File: config.mk
export PLATFORM = sky130hd
export DESIGN_NAME = coin_credit_accumulator_flat
export DESIGN_NICKNAME = d
export VERILOG_FILES = /design/src/rtl/coin_credit_accumulator_if.sv /design/src/rtl/coin_credit_accumulator.sv /design/src/flat_wrapper.sv
export SDC_FILE = /design/constraint.sdc
export NUM_CORES = 1
export LEC_CHECK = 0
export CAP_MARGIN = 0
export CORE_AREA = 3 3 40 42
export CTS_CLUSTER_DIAMETER = 150
export DETAILED_ROUTE_END_ITERATION = 8
export DIE_AREA = 0 0 43 45
export SLEW_MARGIN = 20
export SYNTH_ARGS = -nofsm -noshare
export SYNTH_HDL_FRONTEND = slang
export SYNTH_SLANG_ARGS = --single-unit
File: constraint.sdc
create_clock -name clock -period 3.1 [get_ports clock]
set_clock_uncertainty 0.05 [all_clocks]
set_input_delay 0.62 -clock clock [delete_from_list [all_inputs] [get_ports clock]]
set_output_delay 0.62 -clock clock [all_outputs]
set_load 0.03 [all_outputs]
File: src/rtl/coin_credit_accumulator_if.sv
// -----------------------------------------------------------------------------
// coin_credit_accumulator_if
//
// Purpose:
//   Groups the coin-side inputs and the credit/game outputs of the coin credit
//   accumulator into one bundle. Clock and reset are not carried here; they
//   stay as plain ports on the modules.
//
// Signals:
//   CoinValue    [1:0]          coin type, 2'b00 = no coin
//   CoinInserted                level, high while a coin sits in the slot
//   ConsumeGame                 one-cycle request to spend one banked game
//   NumGames     [GAMES_W-1:0]  number of banked games
//   Credit       [CREDIT_W-1:0] partial credit toward the next game
//   Drop                        one-cycle pulse, a game was banked
//   CoinReturn                  one-cycle pulse, a coin was rejected
//   Full                        high while the game bank is full
//
// Modports:
//   master : coin mechanism / game logic side (drives the requests)
//   slave  : the accumulator itself (drives credit and game status)
// -----------------------------------------------------------------------------
interface coin_credit_accumulator_if #(
    parameter int GAMES_W  = 3,
    parameter int CREDIT_W = 2
);
    logic [1:0]          CoinValue;
    logic                CoinInserted;
    logic                ConsumeGame;
    logic [GAMES_W-1:0]  NumGames;
    logic [CREDIT_W-1:0] Credit;
    logic                Drop;
    logic                CoinReturn;
    logic                Full;

    modport master (
        output CoinValue,
        output CoinInserted,
        output ConsumeGame,
        input  NumGames,
        input  Credit,
        input  Drop,
        input  CoinReturn,
        input  Full
    );

    modport slave (
        input  CoinValue,
        input  CoinInserted,
        input  ConsumeGame,
        output NumGames,
        output Credit,
        output Drop,
        output CoinReturn,
        output Full
    );
endinterface

File: src/rtl/coin_credit_accumulator.sv
// -----------------------------------------------------------------------------
// coin_credit_accumulator
//
// Purpose:
//   Accepts coins of three configurable values and accumulates them toward a
//   configurable game price. Completed games are banked up to MAX_GAMES; once
//   the bank is full further coins are returned. One banked game is spent per
//   ConsumeGame request. Each assertion of CoinInserted yields exactly one coin
//   event, however long the coin is held.
//
// Ports:
//   clock  input   system clock, all state updates on the rising edge
//   reset  input   asynchronous, active-high reset
//   bus    slave   coin_credit_accumulator_if (coin inputs, ConsumeGame,
//                  NumGames, Credit, Drop, CoinReturn, Full)
//
// Parameters:
//   COIN1_VAL/COIN2_VAL/COIN3_VAL  credit value of CoinValue 01/10/11
//   GAME_PRICE                     credit units per game (>= 2, >= every coin)
//   MAX_GAMES                      maximum banked games (>= 1)
//   GAMES_W, CREDIT_W              derived widths of NumGames and Credit
// -----------------------------------------------------------------------------
module coin_credit_accumulator #(
    parameter int COIN1_VAL  = 1,
    parameter int COIN2_VAL  = 2,
    parameter int COIN3_VAL  = 4,
    parameter int GAME_PRICE = 4,
    parameter int MAX_GAMES  = 7,
    parameter int GAMES_W    = $clog2(MAX_GAMES + 1),
    parameter int CREDIT_W   = $clog2(GAME_PRICE)
) (
    input  logic                        clock,
    input  logic                        reset,
    coin_credit_accumulator_if.slave    bus
);

    // One extra bit over Credit: Credit <= GAME_PRICE-1 and a coin is worth at
    // most GAME_PRICE, so the sum stays below 2*GAME_PRICE <= 2^(CREDIT_W+1).
    localparam int SUM_W = CREDIT_W + 1;

    localparam logic [SUM_W-1:0]   PRICE_S   = SUM_W'(GAME_PRICE);
    localparam logic [SUM_W-1:0]   COIN1_S   = SUM_W'(COIN1_VAL);
    localparam logic [SUM_W-1:0]   COIN2_S   = SUM_W'(COIN2_VAL);
    localparam logic [SUM_W-1:0]   COIN3_S   = SUM_W'(COIN3_VAL);
    localparam logic [GAMES_W-1:0] MAX_G     = GAMES_W'(MAX_GAMES);
    localparam logic [GAMES_W-1:0] ZERO_G    = '0;
    localparam logic [GAMES_W-1:0] ONE_G     = GAMES_W'(1);

    typedef enum logic {
        IDLE = 1'b0,
        HELD = 1'b1
    } state_t;

    state_t              stateReg;
    state_t              stateNext;

    logic [CREDIT_W-1:0] creditReg;
    logic [CREDIT_W-1:0] creditNext;
    logic [GAMES_W-1:0]  numGamesReg;
    logic [GAMES_W-1:0]  numGamesNext;
    logic                dropReg;
    logic                dropNext;
    logic                coinReturnReg;
    logic                coinReturnNext;

    logic                coinEvent;
    logic [SUM_W-1:0]    coinVal;
    logic [SUM_W-1:0]    sum;
    logic                consumeOk;
    logic                fullEff;
    logic                bankGame;

    // ------------------------------------------------------------------
    // FSM: state register
    // Reset lands in HELD so a coin held across reset release is ignored
    // until the slot is cleared and re-entered.
    // ------------------------------------------------------------------
    always_ff @(posedge clock or posedge reset) begin
        if (reset) begin
            stateReg <= HELD;
        end else begin
            stateReg <= stateNext;
        end
    end

    // ------------------------------------------------------------------
    // FSM: next state and coin-event detection
    // ------------------------------------------------------------------
    always_comb begin
        stateNext = stateReg;
        coinEvent = 1'b0;
        case (stateReg)
            IDLE: begin
                if (bus.CoinInserted) begin
                    coinEvent = 1'b1;
                    stateNext = HELD;
                end
            end
            HELD: begin
                if (!bus.CoinInserted) begin
                    stateNext = IDLE;
                end
            end
            default: begin
                stateNext = HELD;
            end
        endcase
    end

    // ------------------------------------------------------------------
    // Coin value mapping (00 = no coin, worth nothing)
    // ------------------------------------------------------------------
    always_comb begin
        coinVal = '0;
        case (bus.CoinValue)
            2'b01:   coinVal = COIN1_S;
            2'b10:   coinVal = COIN2_S;
            2'b11:   coinVal = COIN3_S;
            default: coinVal = '0;
        endcase
    end

    assign sum = {1'b0, creditReg} + coinVal;

    // A consume in the same cycle frees a slot, so a coin arriving while the
    // bank is nominally full is still accepted.
    assign consumeOk = bus.ConsumeGame && (numGamesReg != ZERO_G);
    assign fullEff   = (numGamesReg == MAX_G) && !consumeOk;

    // ------------------------------------------------------------------
    // Credit / game datapath next-state
    // ------------------------------------------------------------------
    always_comb begin
        creditNext     = creditReg;
        dropNext       = 1'b0;
        coinReturnNext = 1'b0;
        bankGame       = 1'b0;

        if (coinEvent && (bus.CoinValue != 2'b00)) begin
            if (fullEff) begin
                coinReturnNext = 1'b1;
            end else if (sum >= PRICE_S) begin
                // Each coin is worth at most one game, so one subtraction
                // always brings the remainder back into 0..GAME_PRICE-1.
                creditNext = CREDIT_W'(sum - PRICE_S);
                bankGame   = 1'b1;
                dropNext   = 1'b1;
            end else begin
                creditNext = CREDIT_W'(sum);
            end
        end
    end

    // Bank and consume in the same cycle cancel out. Banking only happens when
    // the bank is below MAX_GAMES or a consume is freeing a slot, and a
    // consume only when the bank is non-empty, so no overflow or underflow.
    always_comb begin
        numGamesNext = numGamesReg;
        case ({bankGame, consumeOk})
            2'b10:   numGamesNext = numGamesReg + ONE_G;
            2'b01:   numGamesNext = numGamesReg - ONE_G;
            default: numGamesNext = numGamesReg;
        endcase
    end

    // ------------------------------------------------------------------
    // Registered outputs; reset clears them without waiting for a clock
    // ------------------------------------------------------------------
    always_ff @(posedge clock or posedge reset) begin
        if (reset) begin
            creditReg     <= '0;
            numGamesReg   <= '0;
            dropReg       <= 1'b0;
            coinReturnReg <= 1'b0;
        end else begin
            creditReg     <= creditNext;
            numGamesReg   <= numGamesNext;
            dropReg       <= dropNext;
            coinReturnReg <= coinReturnNext;
        end
    end

    assign bus.Credit     = creditReg;
    assign bus.NumGames   = numGamesReg;
    assign bus.Drop       = dropReg;
    assign bus.CoinReturn = coinReturnReg;
    assign bus.Full       = (numGamesReg == MAX_G);

endmodule

File: src/flat_wrapper.sv
// flat-port wrapper written by rule: the top's interface ports become plain ports
module coin_credit_accumulator_flat 
#(
    parameter int COIN1_VAL  = 1,
    parameter int COIN2_VAL  = 2,
    parameter int COIN3_VAL  = 4,
    parameter int GAME_PRICE = 4,
    parameter int MAX_GAMES  = 7,
    parameter int GAMES_W    = $clog2(MAX_GAMES + 1),
    parameter int CREDIT_W   = $clog2(GAME_PRICE)
)
  (clock, reset, bus_CoinValue, bus_CoinInserted, bus_ConsumeGame, bus_NumGames, bus_Credit, bus_Drop, bus_CoinReturn, bus_Full);
  coin_credit_accumulator_if #(.GAMES_W(GAMES_W), .CREDIT_W(CREDIT_W)) bus_i ();
  input  logic clock;
  input  logic reset;
  input wire logic [$bits(bus_i.CoinValue)-1:0] bus_CoinValue;
  input wire logic [$bits(bus_i.CoinInserted)-1:0] bus_CoinInserted;
  input wire logic [$bits(bus_i.ConsumeGame)-1:0] bus_ConsumeGame;
  output wire logic [$bits(bus_i.NumGames)-1:0] bus_NumGames;
  output wire logic [$bits(bus_i.Credit)-1:0] bus_Credit;
  output wire logic [$bits(bus_i.Drop)-1:0] bus_Drop;
  output wire logic [$bits(bus_i.CoinReturn)-1:0] bus_CoinReturn;
  output wire logic [$bits(bus_i.Full)-1:0] bus_Full;
  assign bus_i.CoinValue = bus_CoinValue;
  assign bus_i.CoinInserted = bus_CoinInserted;
  assign bus_i.ConsumeGame = bus_ConsumeGame;
  assign bus_NumGames = bus_i.NumGames;
  assign bus_Credit = bus_i.Credit;
  assign bus_Drop = bus_i.Drop;
  assign bus_CoinReturn = bus_i.CoinReturn;
  assign bus_Full = bus_i.Full;
  coin_credit_accumulator #(.COIN1_VAL(COIN1_VAL), .COIN2_VAL(COIN2_VAL), .COIN3_VAL(COIN3_VAL), .GAME_PRICE(GAME_PRICE), .MAX_GAMES(MAX_GAMES), .GAMES_W(GAMES_W), .CREDIT_W(CREDIT_W)) u_core (.clock(clock), .reset(reset), .bus(bus_i));
endmodule
# ---- After elaboration in Yosys (flattened, before gate mapping)
# Cells that the tools add are included.
dict set report classes {
  n_lt_le_gt_ge 1
  eq_ne 6
  reduce_logical 8
  add_sub_neg 4
  n_bitwise 1
  muxes 10
}
# operator n
set op_table {}
lappend op_table {{3-bit case mux with 3 select lines} 1}
lappend op_table {{1-bit two-way mux} 7}
lappend op_table {{2-bit == test, second input constant} 3}
lappend op_table {{3-bit case mux with 2 select lines} 1}
lappend op_table {{2-bit by 1-bit == test with 1-bit output, second input constant} 2}
lappend op_table {{2-bit nonzero test} 2}
lappend op_table {{2-bit by 3-bit adder with 3-bit output} 1}
lappend op_table {{3-bit by 1-bit adder with 3-bit output, second input constant} 1}
lappend op_table {{3-bit == test, second input constant} 1}
lappend op_table {{3-bit >= comparator, second input constant} 1}
lappend op_table {{1-bit logical AND} 3}
lappend op_table {{3-bit nonzero test} 1}
lappend op_table {{3-bit by 1-bit subtractor with 3-bit output, second input constant} 1}
lappend op_table {{2-bit two-way mux} 1}
lappend op_table {{2-bit AND reduction} 1}
lappend op_table {{2-bit by 1-bit subtractor with 2-bit output, second input constant} 1}
lappend op_table {{1-bit zero test} 1}
lappend op_table {{1-bit inverter} 1}
dict set report word_totals {
  output_inout_bits 8
  wordCells 35
  inputBits 6
  ff_bits 8
}

# ---- Longest topological paths before layout
# Gate-level depths: netlist of run 1.
dict set report logic_depth {
  depth_word 9
  depth_mapped 12
  mapped_depth_nobuf 12
}

# ---- Worst setup path before layout of run 1
# Ideal clock, no wire load.
dict set report synth_timing {
  kind {input-to-reg}
  from {input bus_CoinValue[0]}
  to {register u_core.numGamesReg[2], in the netlist u_core.bus.NumGames[2]}
  path_stages 12
  path_slack_ns 0.503
  arrival_ns 2.466
  required_time_ns 2.969
  setup_time_ns 0.081
  n_path_buf 0
  path_cell_list {nor2b_1 > ha_1 > inv_1 > fa_1 > xor2_1 > nand2_1 > ha_1 > inv_1 > fa_1 > xor2_1 > nor2_1 > xor2_1}
}
dict set report synth_via {
  elab_chain_len 9
  word_cells_on_any_way 15
  classes_between {add/sub (1); order compare (1); eq/ne (5); mux (5); reduce/logical (3)}
}
# item line_no
set synth_lines {}
lappend synth_lines {{from (decl)} flat_wrapper.sv:16} ;# input wire logic [$bits(bus_i.CoinValue)-1:0] bus_CoinValue;
lappend synth_lines {{2-bit == test / 2-bit by 1-bit == test with 1-bit output (equally long branches)} coin_credit_accumulator.sv:115} ;# case (bus.CoinValue)
lappend synth_lines {{3-bit case mux with 3 select lines} coin_credit_accumulator.sv:115}
lappend synth_lines {{2-bit by 3-bit adder with 3-bit output} coin_credit_accumulator.sv:123} ;# assign sum = {1'b0, creditReg} + coinVal;
lappend synth_lines {{3-bit >= comparator} coin_credit_accumulator.sv:142} ;# end else if (sum >= PRICE_S) begin
lappend synth_lines {{1-bit two-way mux} coin_credit_accumulator.sv:142}
lappend synth_lines {{1-bit two-way mux} coin_credit_accumulator.sv:140} ;# if (fullEff) begin
lappend synth_lines {{1-bit two-way mux (*)} coin_credit_accumulator.sv:139} ;# if (coinEvent && (bus.CoinValue != 2'b00)) begin
lappend synth_lines {{2-bit by 1-bit == test with 1-bit output / 2-bit == test (equally long branches)} coin_credit_accumulator.sv:159} ;# case ({bankGame, consumeOk})
lappend synth_lines {{3-bit case mux with 2 select lines / 2-bit nonzero test (equally long branches)} n/a}
lappend synth_lines {{to (signal assigned)} coin_credit_accumulator.sv:177} ;# numGamesReg <= numGamesNext;
lappend synth_lines {{to (decl)} coin_credit_accumulator.sv:59} ;# logic [GAMES_W-1:0] numGamesReg;
# Every way passes the cells marked *; elsewhere a longest branch is shown, timed or not.
# A chain may end at the register's enable or synchronous reset.

# ---- Final worst setup path of run 1
# Ends and elaborated chain as after synthesis.

==> results of run 1 <==
==> per-layer routing <==
metal	track usage [%]	vias up	share of wire, %
li1	-	158	-
met1	12.28	146	42
met2	17.07	9	48
met3	2.390	5	4.3
met4	14.46	0	5.5
met5	0	-	0
==> layout by cell type (no fill, tap or decap) <==
master / count
buf_4: 3
xnor2_1: 1
o31a_2: 1
mux2_4: 1
nor4b_4: 1
nand2b_1: 1
xor2_1: 3
and3_2: 1
clkbuf_4: 3
ha_1: 2
nor4bb_1: 1
inv_1: 6
nand2_1: 2
and2_2: 1
fa_1: 2
clkbuf_1: 1
dfstp_2: 1
mux2i_1: 2
clkdlybuf4s50_1: 13
and4b_4: 1
nor2b_1: 1
nor2_1: 2
dfrtp_1: 7
==> Yosys cell counts (all sizes together) <==
master  n
nor4b   1
xor2    3
mux2i   2
fa      2
o31a    1
nor4bb  1
dfrtp   7
nor2    2
mux2    1
inv     6
xnor2   1
nor2b   1
nand2   2
and2    1
and3    1
and4b   1
dfstp   1
ha      2
nand2b  1
==> how the worst max path moves through the flow <==
stage,startpoint,endpoint,slack [ns],depth (start not counted)
after global placement,bus_CoinValue[0],u_core.bus.NumGames[2]$_DFFE_PP0P_,-0.04,13
after detailed placement,bus_CoinValue[0],u_core.bus.NumGames[2]$_DFFE_PP0P_,-0.1,13
after CTS,bus_CoinValue[0],u_core.bus.NumGames[2]$_DFFE_PP0P_,0.16,13
after global routing,bus_CoinValue[0],u_core.bus.NumGames[2]$_DFFE_PP0P_,0.01,13
after floorplan,bus_CoinValue[0],u_core.bus.NumGames[2]$_DFFE_PP0P_,0.50,12
final,bus_CoinValue[0],u_core.bus.NumGames[2]$_DFFE_PP0P_,0.18,13
==> power breakdown <==
part           switching, W   total, W  internal (W)
Combinational      0.000166   0.000317      0.000151
Sequential        0.0000392   0.000182      0.000143
Clock             0.0000409  0.0000905     0.0000496
Total              0.000247   0.000590      0.000343
==> sequential cells by signal, summed over array words and instances, names as in the netlist <==
register / flops
u_core.bus.CoinReturn: 1
u_core.bus.Credit: 2
u_core.bus.Drop: 1
u_core.bus.NumGames: 3
u_core.stateReg: 1
==> cells by family (layout without fill, tap and decap cells) <==
family,count (synthesis),count (layout),synth area share [%]
AOI/OAI and AO/OA,1,1,2.180
xor gates and xnor gates,4,4,7.631
adders and majority gates,4,4,14.17
buffers and inverters,6,26,4.904
DFF,8,8,43.87
muxes,3,3,7.629
and+or+nand+nor,11,11,19.62
==> layout make-up <==
type,count,area share [%]
repair buffers,16,23.24
flip-flops and latches,8,30.67
clock buffers,4,4.000
multi-input cells,23,35.81
inverters,6,3.429
well taps,15,2.857
==> metrics by stage <==
stage / area (um2) / setup TNS (ns) / utilization, % / cells
finish: 656.9 / 0 / 51.12 / 72
global route: 656.9 / 0 / 51.12 / 72
global placement: 630.6 / -0.04182 / 49.08 / 68
detailed placement: 630.6 / -0.09579 / 49.08 / 68
floorplan: 459.2 / 0 / - / 37
CTS: 656.9 / 0 / 51.12 / 72
==> metrics.cfg, run 1 <==
[min_path]
min_from=u_core.bus.NumGames[2]$_DFFE_PP0P_
min_path_type=flop to flop
min_to=u_core.bus.NumGames[2]$_DFFE_PP0P_
hold_depth=1

[grt]
grt.total_usage_pct=11.48
grt_pass1_vias=325
grt_max_degree=9
antenna_found_initial=0
gr-total-overflow=0
grt_pass1_wl_um=1483

[cts]
cts_made_buffers=3
clk_latency_ns=0.27
post_cts_resize_count=0
postCtsHoldBufs=0
cts_tree=built
cts.path.max_buffers=2
clock-sinks=8
htree_levels=1
cts_setup_buffers=0
clkSlewWorstSetupHoldPaths_ns=0.05
cts_root_buffer=clkbuf_4

[synth]
avgSynthCellArea_um2=12.41
synth_top_area_share_pct=38.15
yosysWarnings=0
yosys_register_bits=8
syn_area_um2=459.2
synth_cells=37
yosysTopAreaCell=dfrtp_1
syn_nets=47
yosysSeqAreaShare_pct=43.87
synthTopCellsByArea=dfrtp_1 (38%), fa_1 (8.7%), dfstp_2 (5.7%), xor2_1 (5.7%), ha_1 (5.4%)
synth_cell_type_count=19

[timing]
slew_viol_final=0
setup_violations=0
slew_headroom_pct=76.51
hold_slack_ns=0.4952
tightestPinTransition_ns=0.3508
max_freq_mhz=342.3
rsz0062_at_grt=no
hold_viol_final=0
layout_setup_ws_ns=0.1784
fin_crit_ns=2.922
min_period_over_period_pct=94.24

[pwr]
total_power_w=0.0005898
max-vdd-ir-drop_mv=0.4619
power.leakage_nw=0.2991
p_per_area_nw_per_um2=897.9

[detailed_routing]
drtPass1Iterations=2
wl_um=837
vias_per_cell=4.417
drc=0
drt_iter0_drc=3
vias=318
routedWlPerCell_um=11.63
ant_nets=0

[placed_design]
dp_hpwl_um=656.6
post-place-ws_ns=-0.09579
port-buffer-count=13
place_congestion=0.7475

[layout]
multi_input_area_um2=235.2
seq_area_um2=201.4
drive_above_1_share_pct=22.81
fin_nets=68
num_antenna_cells=0
area_growth_pct=43.05
fill_cells=116

[setup_path]
critPathMaxFanout=2
cp.buffers_inverters=3
path_common_cell=xor2_1
crit_arrival_ns=3.06
reg2regPathDepth=11
rr_startpoint=u_core.bus.Credit[0]$_DFFE_PP0P_
slowest_delay_ns=0.47
r2r_slack_ns=0.77
required_ns=3.23
cp_cell_sequence=clkdlybuf4s50_1 > nor2b_1 > ha_1 > inv_1 > fa_1 > xor2_1 > nand2_1 > ha_1 > inv_1 > fa_1 > xor2_1 > nor2_1 > xor2_1
r2r-end=u_core.bus.NumGames[2]$_DFFE_PP0P_
crit_type=primary input to flop
end_kind=flop
crit_path_start_kind=primary input
cp_top_family=adder cells
slowest_stage=clkdlybuf4s50_1

[die]
die_y_um=45
io_pins=14
num_rows=13
core-area_um2=1285
start_util_pct=35.74
die_area_um2=1935
fp.dieW_um=43

[job]
cap_violations=0

[outcome]
status=completed

Power figures use the tool's default switching activity.
==> inputs of run 2 (changes only) <==
Settings changed: SETUP_SLACK_MARGIN from default to 0.3, SKIP_LAST_GASP from default to 1.
==> run 2 against run 1 <==
Against the previous run: power grew 1.4%; first-iteration DRC count is the same; worst hold slack gained 0.00052 ns; global-route usage shrank 0.17 points; non-clock buffer count is the same; critical path depth is the same; sequential share of layout area shrank 0.35 points; count of clock-buffer cells in the layout is the same; final area grew 1.1%; via count is the same; clock power grew 0.6%; sequential cell count is the same.
==> metrics.cfg, run 2 (same netlist as run 1, synthesis figures left out) <==
[outcome]
status=completed

[timing]
hold_viol_final=0  ; unchanged
min_period_over_period_pct=86.20  ; -8.0 points
slew_headroom_pct=76.36  ; -0.16 points
slew_viol_final=0  ; unchanged
max_freq_mhz=374.2  ; +9.3%
setup_violations=0  ; unchanged
fin_crit_ns=2.672  ; -0.2492 ns
rsz0062_at_grt=no
hold_slack_ns=0.4957  ; +0.0005210 ns
tightestPinTransition_ns=0.3531  ; +0.002324 ns

[layout]
layout_commonest_cell=clkdlybuf4s50_1
instances_no_fill=72  ; unchanged
num_antenna_cells=0  ; unchanged
largest_reg_flops=3  ; unchanged
fill_cells=115  ; -0.86%
fin_nets=68  ; unchanged
multi_input_area_um2=245.2  ; +4.3%
stdcell_area_um2=664.4  ; +1.1%
final_cell_mix=clkdlybuf4s50_1 (11), dfrtp_1 (7), inv_1 (4)
area_growth_pct=44.69
drive_above_1_share_pct=33.33  ; +11 points
seq_area_um2=201.4  ; unchanged

[cts]
cts_made_buffers=3  ; unchanged
cts_tree=built
htree_levels=1  ; unchanged
cts_root_buffer=clkbuf_4
clkSlewWorstSetupHoldPaths_ns=0.05  ; about the same
clock-sinks=8  ; unchanged
cts_setup_buffers=0  ; unchanged
cts.path.max_buffers=2  ; unchanged
clk_latency_ns=0.27  ; about the same

[job]
cap_violations=0  ; unchanged

[setup_path]
critPathMaxFanout=2  ; unchanged
slowest_stage=fa_2
crit_type=primary input to flop
crit_path_start_kind=primary input
cp.buffers_inverters=3  ; unchanged
cp_top_family=adder cells
slowest_delay_ns=0.38  ; -0.09 ns
required_ns=3.24  ; about the same
crit_arrival_ns=2.81  ; -0.25 ns
cp_cell_sequence=dlygate4sd2_1 > nor2b_1 > ha_2 > inv_2 > fa_2 > xor2_1 > nand2_1 > ha_2 > inv_2 > fa_2 > xor2_1 > nor2_1 > xor2_1
rr_startpoint=u_core.bus.Credit[0]$_DFFE_PP0P_
path_common_cell=xor2_1
end_kind=flop
startpoint=bus_CoinValue[1]

[pwr]
clockPowerShare_pct=15.2  ; about the same
total_power_w=0.0005980  ; +1.4%
p_seq_share_pct=30.5  ; -0.3 points
power_switching_w=0.0002508  ; +1.7%
p_int_w=0.0003472  ; +1.2%
p_sw_share_pct=41.93  ; +0.13 points
power.leakage_nw=0.2971  ; -0.67%
comb_power_share_pct=54.2  ; +0.4 points
p_per_area_nw_per_um2=900.0  ; +0.24%
max-vdd-ir-drop_mv=0.4657  ; +0.82%

[grt]
grt_pass1_wl_um=1455  ; -1.9%
grt_pass1_vias=317  ; -2.5%
gr-total-overflow=0  ; unchanged
antenna_found_initial=0  ; unchanged
grt_max_degree=9  ; unchanged
grt.total_usage_pct=11.31  ; -0.17 points

[detailed_routing]
met2_length_um=400  ; -0.99%
drtPass1Iterations=3  ; +1
ant_nets=0  ; unchanged
met3_length_um=36  ; unchanged
wl_met1_um=366  ; +4.6%
vias=318  ; unchanged
drt_iter0_drc=3  ; unchanged
drc=0  ; unchanged
vias_per_cell=4.417  ; unchanged
wl_um=849  ; +1.4%
routedWlPerCell_um=11.79  ; +1.4%
topRoutingLayerUsed=met4

[die]
io_pins=14  ; unchanged
die_area_um2=1935  ; unchanged
fp.dieW_um=43  ; unchanged
num_rows=13  ; unchanged
start_util_pct=35.74  ; unchanged
core-area_um2=1285  ; unchanged
die_y_um=45  ; unchanged

[placed_design]
port-buffer-count=13  ; unchanged
dp.cells=68  ; unchanged
dp_hpwl_um=656.6  ; unchanged
place_congestion=0.7475  ; unchanged
place_area_um2=630.6  ; unchanged

[min_path]
min_from=u_core.bus.NumGames[2]$_DFFE_PP0P_
min_path_type=flop to flop

[run 2: layer usage]
layer / global-route usage [%] / up-vias
met5: 0 / -
met4: 14.46 / 0
met3: 2.390 / 5
met2: 17.07 / 9
met1: 11.78 / 146
li1: - / 158
[run 2: power by group through the flow]
stage               clock network, W  registers, W  logic [W]
floorplan                          0      0.000247   0.000137
global placement                   0      0.000180   0.000316
detailed placement                 0      0.000184   0.000324
CTS                        0.0000952      0.000183   0.000330
global route               0.0000993      0.000190   0.000353
finish                     0.0000910      0.000183   0.000324
[run 2: layout make-up]
class                      count  area share, %
multi-input combinational     23          36.91
sequential                     8          30.32
timing repair buffer          16          22.60
clock buffer                   4          3.955
inverter                       6          3.390
tap                           15          2.825
[run 2: path summary, 6_finish.rpt]
path | to | cells after the start | slack [ns]
worst min register to register | u_core.bus.NumGames[2]$_DFFE_PP0P_ | 1 | 0.50
max in group asynchronous | u_core.stateReg$_DFF_PP1_ | 2 | 2.15
worst max-delay path | u_core.bus.NumGames[2]$_DFFE_PP0P_ | 13 | 0.43
worst min-delay path | u_core.bus.NumGames[2]$_DFFE_PP0P_ | 1 | 0.50
min in group asynchronous | u_core.bus.CoinReturn$_DFF_PP0_ | 2 | 0.55
worst max register to register | u_core.bus.NumGames[2]$_DFFE_PP0P_ | 11 | 0.77
[run 2: repair_timing]
item,4_1_cts,5_1_grt
resized for setup,8,0
setup endpoints to repair,1,0
hold buffers,0,0
[run 2: metrics by stage]
| step | setup slack (ns) | TNS (ns) | util (%) |
|---|---|---|---|
| floorplan | 0.5031 | 0 | - |
| global placement | -0.04182 | -0.04182 | 49.08 |
| finish | 0.4277 | 0 | 51.70 |
| CTS | 0.4273 | 0 | 51.70 |
| detailed placement | -0.09579 | -0.09579 | 49.08 |
| global route | 0.3001 | 0 | 51.70 |
[run 2: worst register-to-register path, stage by stage (launching register included)]
cell	delay (ns)
dfrtp_1	0.37
ha_2	0.18
inv_2	0.04
fa_2	0.34
xor2_1	0.16
nand2_1	0.09
ha_2	0.18
inv_2	0.04
fa_2	0.38
xor2_1	0.14
nor2_1	0.12
xor2_1	0.15
==> inputs of run 3 (changes only) <==
Settings changed: CORE_AREA 3 3 40 42 to 4 4 41 43, DIE_AREA 0 0 43 45 to 0 0 45 47, PLACE_DENSITY from default to 0.71.
==> run 3 against run 2 <==
Against the previous run: power increased by 1.2%; sequential cell count is the same; die area rose by 9.3%; combinational power increased by 2%; critical endpoint unchanged; largest power group unchanged; largest cell class unchanged; cell count grew 4.2%.
==> metrics.cfg, run 3 (same netlist as run 1, synthesis figures left out) <==
[setup_path]
rr_startpoint=u_core.bus.Credit[0]$_DFFE_PP0P_
crit_arrival_ns=2.77  ; -0.04 ns
r2r_slack_ns=0.79  ; +0.02 ns
startpoint=bus_CoinValue[1]
required_ns=3.23  ; about the same
crit_end=u_core.bus.NumGames[2]$_DFFE_PP0P_
crit_type=primary input to flop
critPathMaxFanout=2  ; unchanged
reg2regPathDepth=11  ; unchanged
crit_path_start_kind=primary input
cp_cell_sequence=dlygate4sd2_1 > nor2b_1 > ha_2 > inv_1 > fa_2 > xor2_1 > nand2_1 > ha_2 > inv_2 > fa_2 > xor2_1 > nor2_1 > xor2_1
path_common_cell=xor2_1
slowest_delay_ns=0.35  ; -0.03 ns
slowest_stage=fa_2
end_kind=flop
r2r-end=u_core.bus.NumGames[2]$_DFFE_PP0P_

[job]
cap_violations=0  ; unchanged

[detailed_routing]
drtPass1Iterations=1  ; -2
vias=331  ; +4.1%
vias_per_cell=4.413  ; about the same
ant_nets=0  ; unchanged
drt_iter0_drc=0  ; -3
drc=0  ; unchanged
routedWlPerCell_um=11.87  ; +0.64%
wl_um=890  ; +4.8%

[pwr]
p_int_w=0.0003527  ; +1.6%
clockPowerShare_pct=14.5  ; -0.7 points
p_sw_share_pct=41.72  ; -0.22 points
max-vdd-ir-drop_mv=0.4058  ; -13%
power.leakage_nw=0.3120  ; +5.0%
p_seq_share_pct=30.6  ; about the same
power_switching_w=0.0002524  ; +0.67%
comb_power_share_pct=54.9  ; +0.7 points
total_power_w=0.0006051  ; +1.2%
p_per_area_nw_per_um2=880.9  ; -2.1%

[timing]
hold_slack_ns=0.4993  ; +0.003566 ns
fin_crit_ns=2.643  ; -0.02886 ns
setup_violations=0  ; unchanged
layout_setup_ws_ns=0.4565  ; +0.02886 ns
tightestPinTransition_ns=0.3211  ; -0.03201 ns
max_freq_mhz=378.3  ; +1.1%
rsz0062_at_grt=no
hold_viol_final=0  ; unchanged
min_period_over_period_pct=85.27  ; -0.93 points
slew_viol_final=0  ; unchanged
slew_headroom_pct=78.57  ; +2.2 points

[die]
fp.dieW_um=45  ; +4.7%
die_y_um=47  ; +4.4%
die_area_um2=2115  ; +9.3%
start_util_pct=35.29  ; -0.45 points
io_pins=14  ; unchanged
num_rows=13  ; unchanged
core-area_um2=1301  ; +1.3%

[layout]
drive_above_1_share_pct=35.00  ; +1.7 points
final_cell_mix=clkdlybuf4s50_1 (11), dfrtp_1 (7), buf_4 (6)
area_growth_pct=49.59
instances_no_fill=75  ; +4.2%
largest_reg_flops=3  ; unchanged
num_antenna_cells=0  ; unchanged
fin_nets=71  ; +4.4%
layout_commonest_cell=clkdlybuf4s50_1
stdcell_area_um2=686.9  ; +3.4%

[cts]
cts_made_buffers=3  ; unchanged
htree_levels=1  ; unchanged
cts.path.max_buffers=2  ; unchanged
cts_root_buffer=clkbuf_4
clkSlewWorstSetupHoldPaths_ns=0.06  ; about the same
cts_tree=built
clock-sinks=8  ; unchanged
clk_latency_ns=0.25  ; -0.02 ns

[placed_design]
port-buffer-count=13  ; unchanged
dp.cells=70  ; +2.9%
place_congestion=0.6818  ; -8.8%
post-place-ws_ns=-0.1091  ; -0.01331 ns
dp_hpwl_um=715.1  ; +8.9%
place_area_um2=645.6  ; +2.4%

[grt]
gr-total-overflow=0  ; unchanged
grt_pass1_wl_um=1531  ; +5.2%
antenna_found_initial=0  ; unchanged
grt_pass1_vias=332  ; +4.7%
grt_max_degree=9  ; unchanged
grt.total_usage_pct=10.60  ; -0.71 points

[outcome]
status=completed

[min_path]
min_path_type=flop to flop

-- run 3: cell types whose count changed in the layout (fill, tap and decap cells not counted), sizes merged --
cell	change
buf	+3
-- run 3: area by class of cell --
class	count	area [um2]
Clock buffer	4	26.28
Fill cell	139	614.3
Inverter	6	22.52
Multi-Input combinational cell	23	245.2
Sequential cell	8	201.4
Tap cell	15	18.77
Timing Repair Buffer	19	172.7
-- run 3: power groups by stage --
stage | combinational (W) | sequential, W | clock (W)
detailed placement | 0.000326 | 0.000186 | 0
global route | 0.000369 | 0.000192 | 0.0000982
floorplan | 0.000137 | 0.000247 | 0
global placement | 0.000318 | 0.000182 | 0
CTS | 0.000337 | 0.000186 | 0.0000911
finish | 0.000332 | 0.000185 | 0.0000876
-- run 3: worst min path at each step --
stage | startpoint | cells past startpoint | endpoint
2_1_floorplan | reset | 1 | u_core.bus.CoinReturn$_DFF_PP0_
5_1_grt | u_core.bus.Credit[0]$_DFFE_PP0P_ | 1 | u_core.bus.Credit[0]$_DFFE_PP0P_
3_5_place_dp | u_core.bus.Credit[0]$_DFFE_PP0P_ | 1 | u_core.bus.Credit[0]$_DFFE_PP0P_
4_1_cts | u_core.bus.NumGames[2]$_DFFE_PP0P_ | 1 | u_core.bus.NumGames[2]$_DFFE_PP0P_
3_3_place_gp | u_core.bus.NumGames[2]$_DFFE_PP0P_ | 1 | u_core.bus.NumGames[2]$_DFFE_PP0P_
6_report | u_core.bus.NumGames[2]$_DFFE_PP0P_ | 1 | u_core.bus.NumGames[2]$_DFFE_PP0P_
-- run 3: routing by layer --
metal  part of all wire, %  global-route usage [%]  routed length, um
met3                   4.8                   2.299                 43
met1                    47                   14.45                422
met2                    48                   14.12                423
met4                     0                   8.772                  0
met5                     0                       0                  0
-- run 3: worst max-delay path: cells and delay by family --
family	cells	cell delay, ns
and+or+nand+nor	3	0.33
adders and majority gates	4	1.04
buffers and inverters	3	0.33
xor gates and xnor gates	3	0.46
-- run 3: repair_timing --
action / CTS / global route
hold endpoints to repair: 0 / 0
endpoints found under the setup margin: 1 / 0
setup buffers: 1 / 0
hold buffers: 0 / 0
gates resized for setup: 7 / 0
-- run 3: stage by stage --
| step | util [%] | TNS [ns] |
|---|---|---|
| 4_1_cts | 52.79 | 0 |
| 6_report | 52.79 | 0 |
| 3_3_place_gp | 49.62 | -0.1086 |
| 3_5_place_dp | 49.62 | -0.1091 |
| 2_1_floorplan | - | 0 |
| 5_1_grt | 52.79 | 0 |
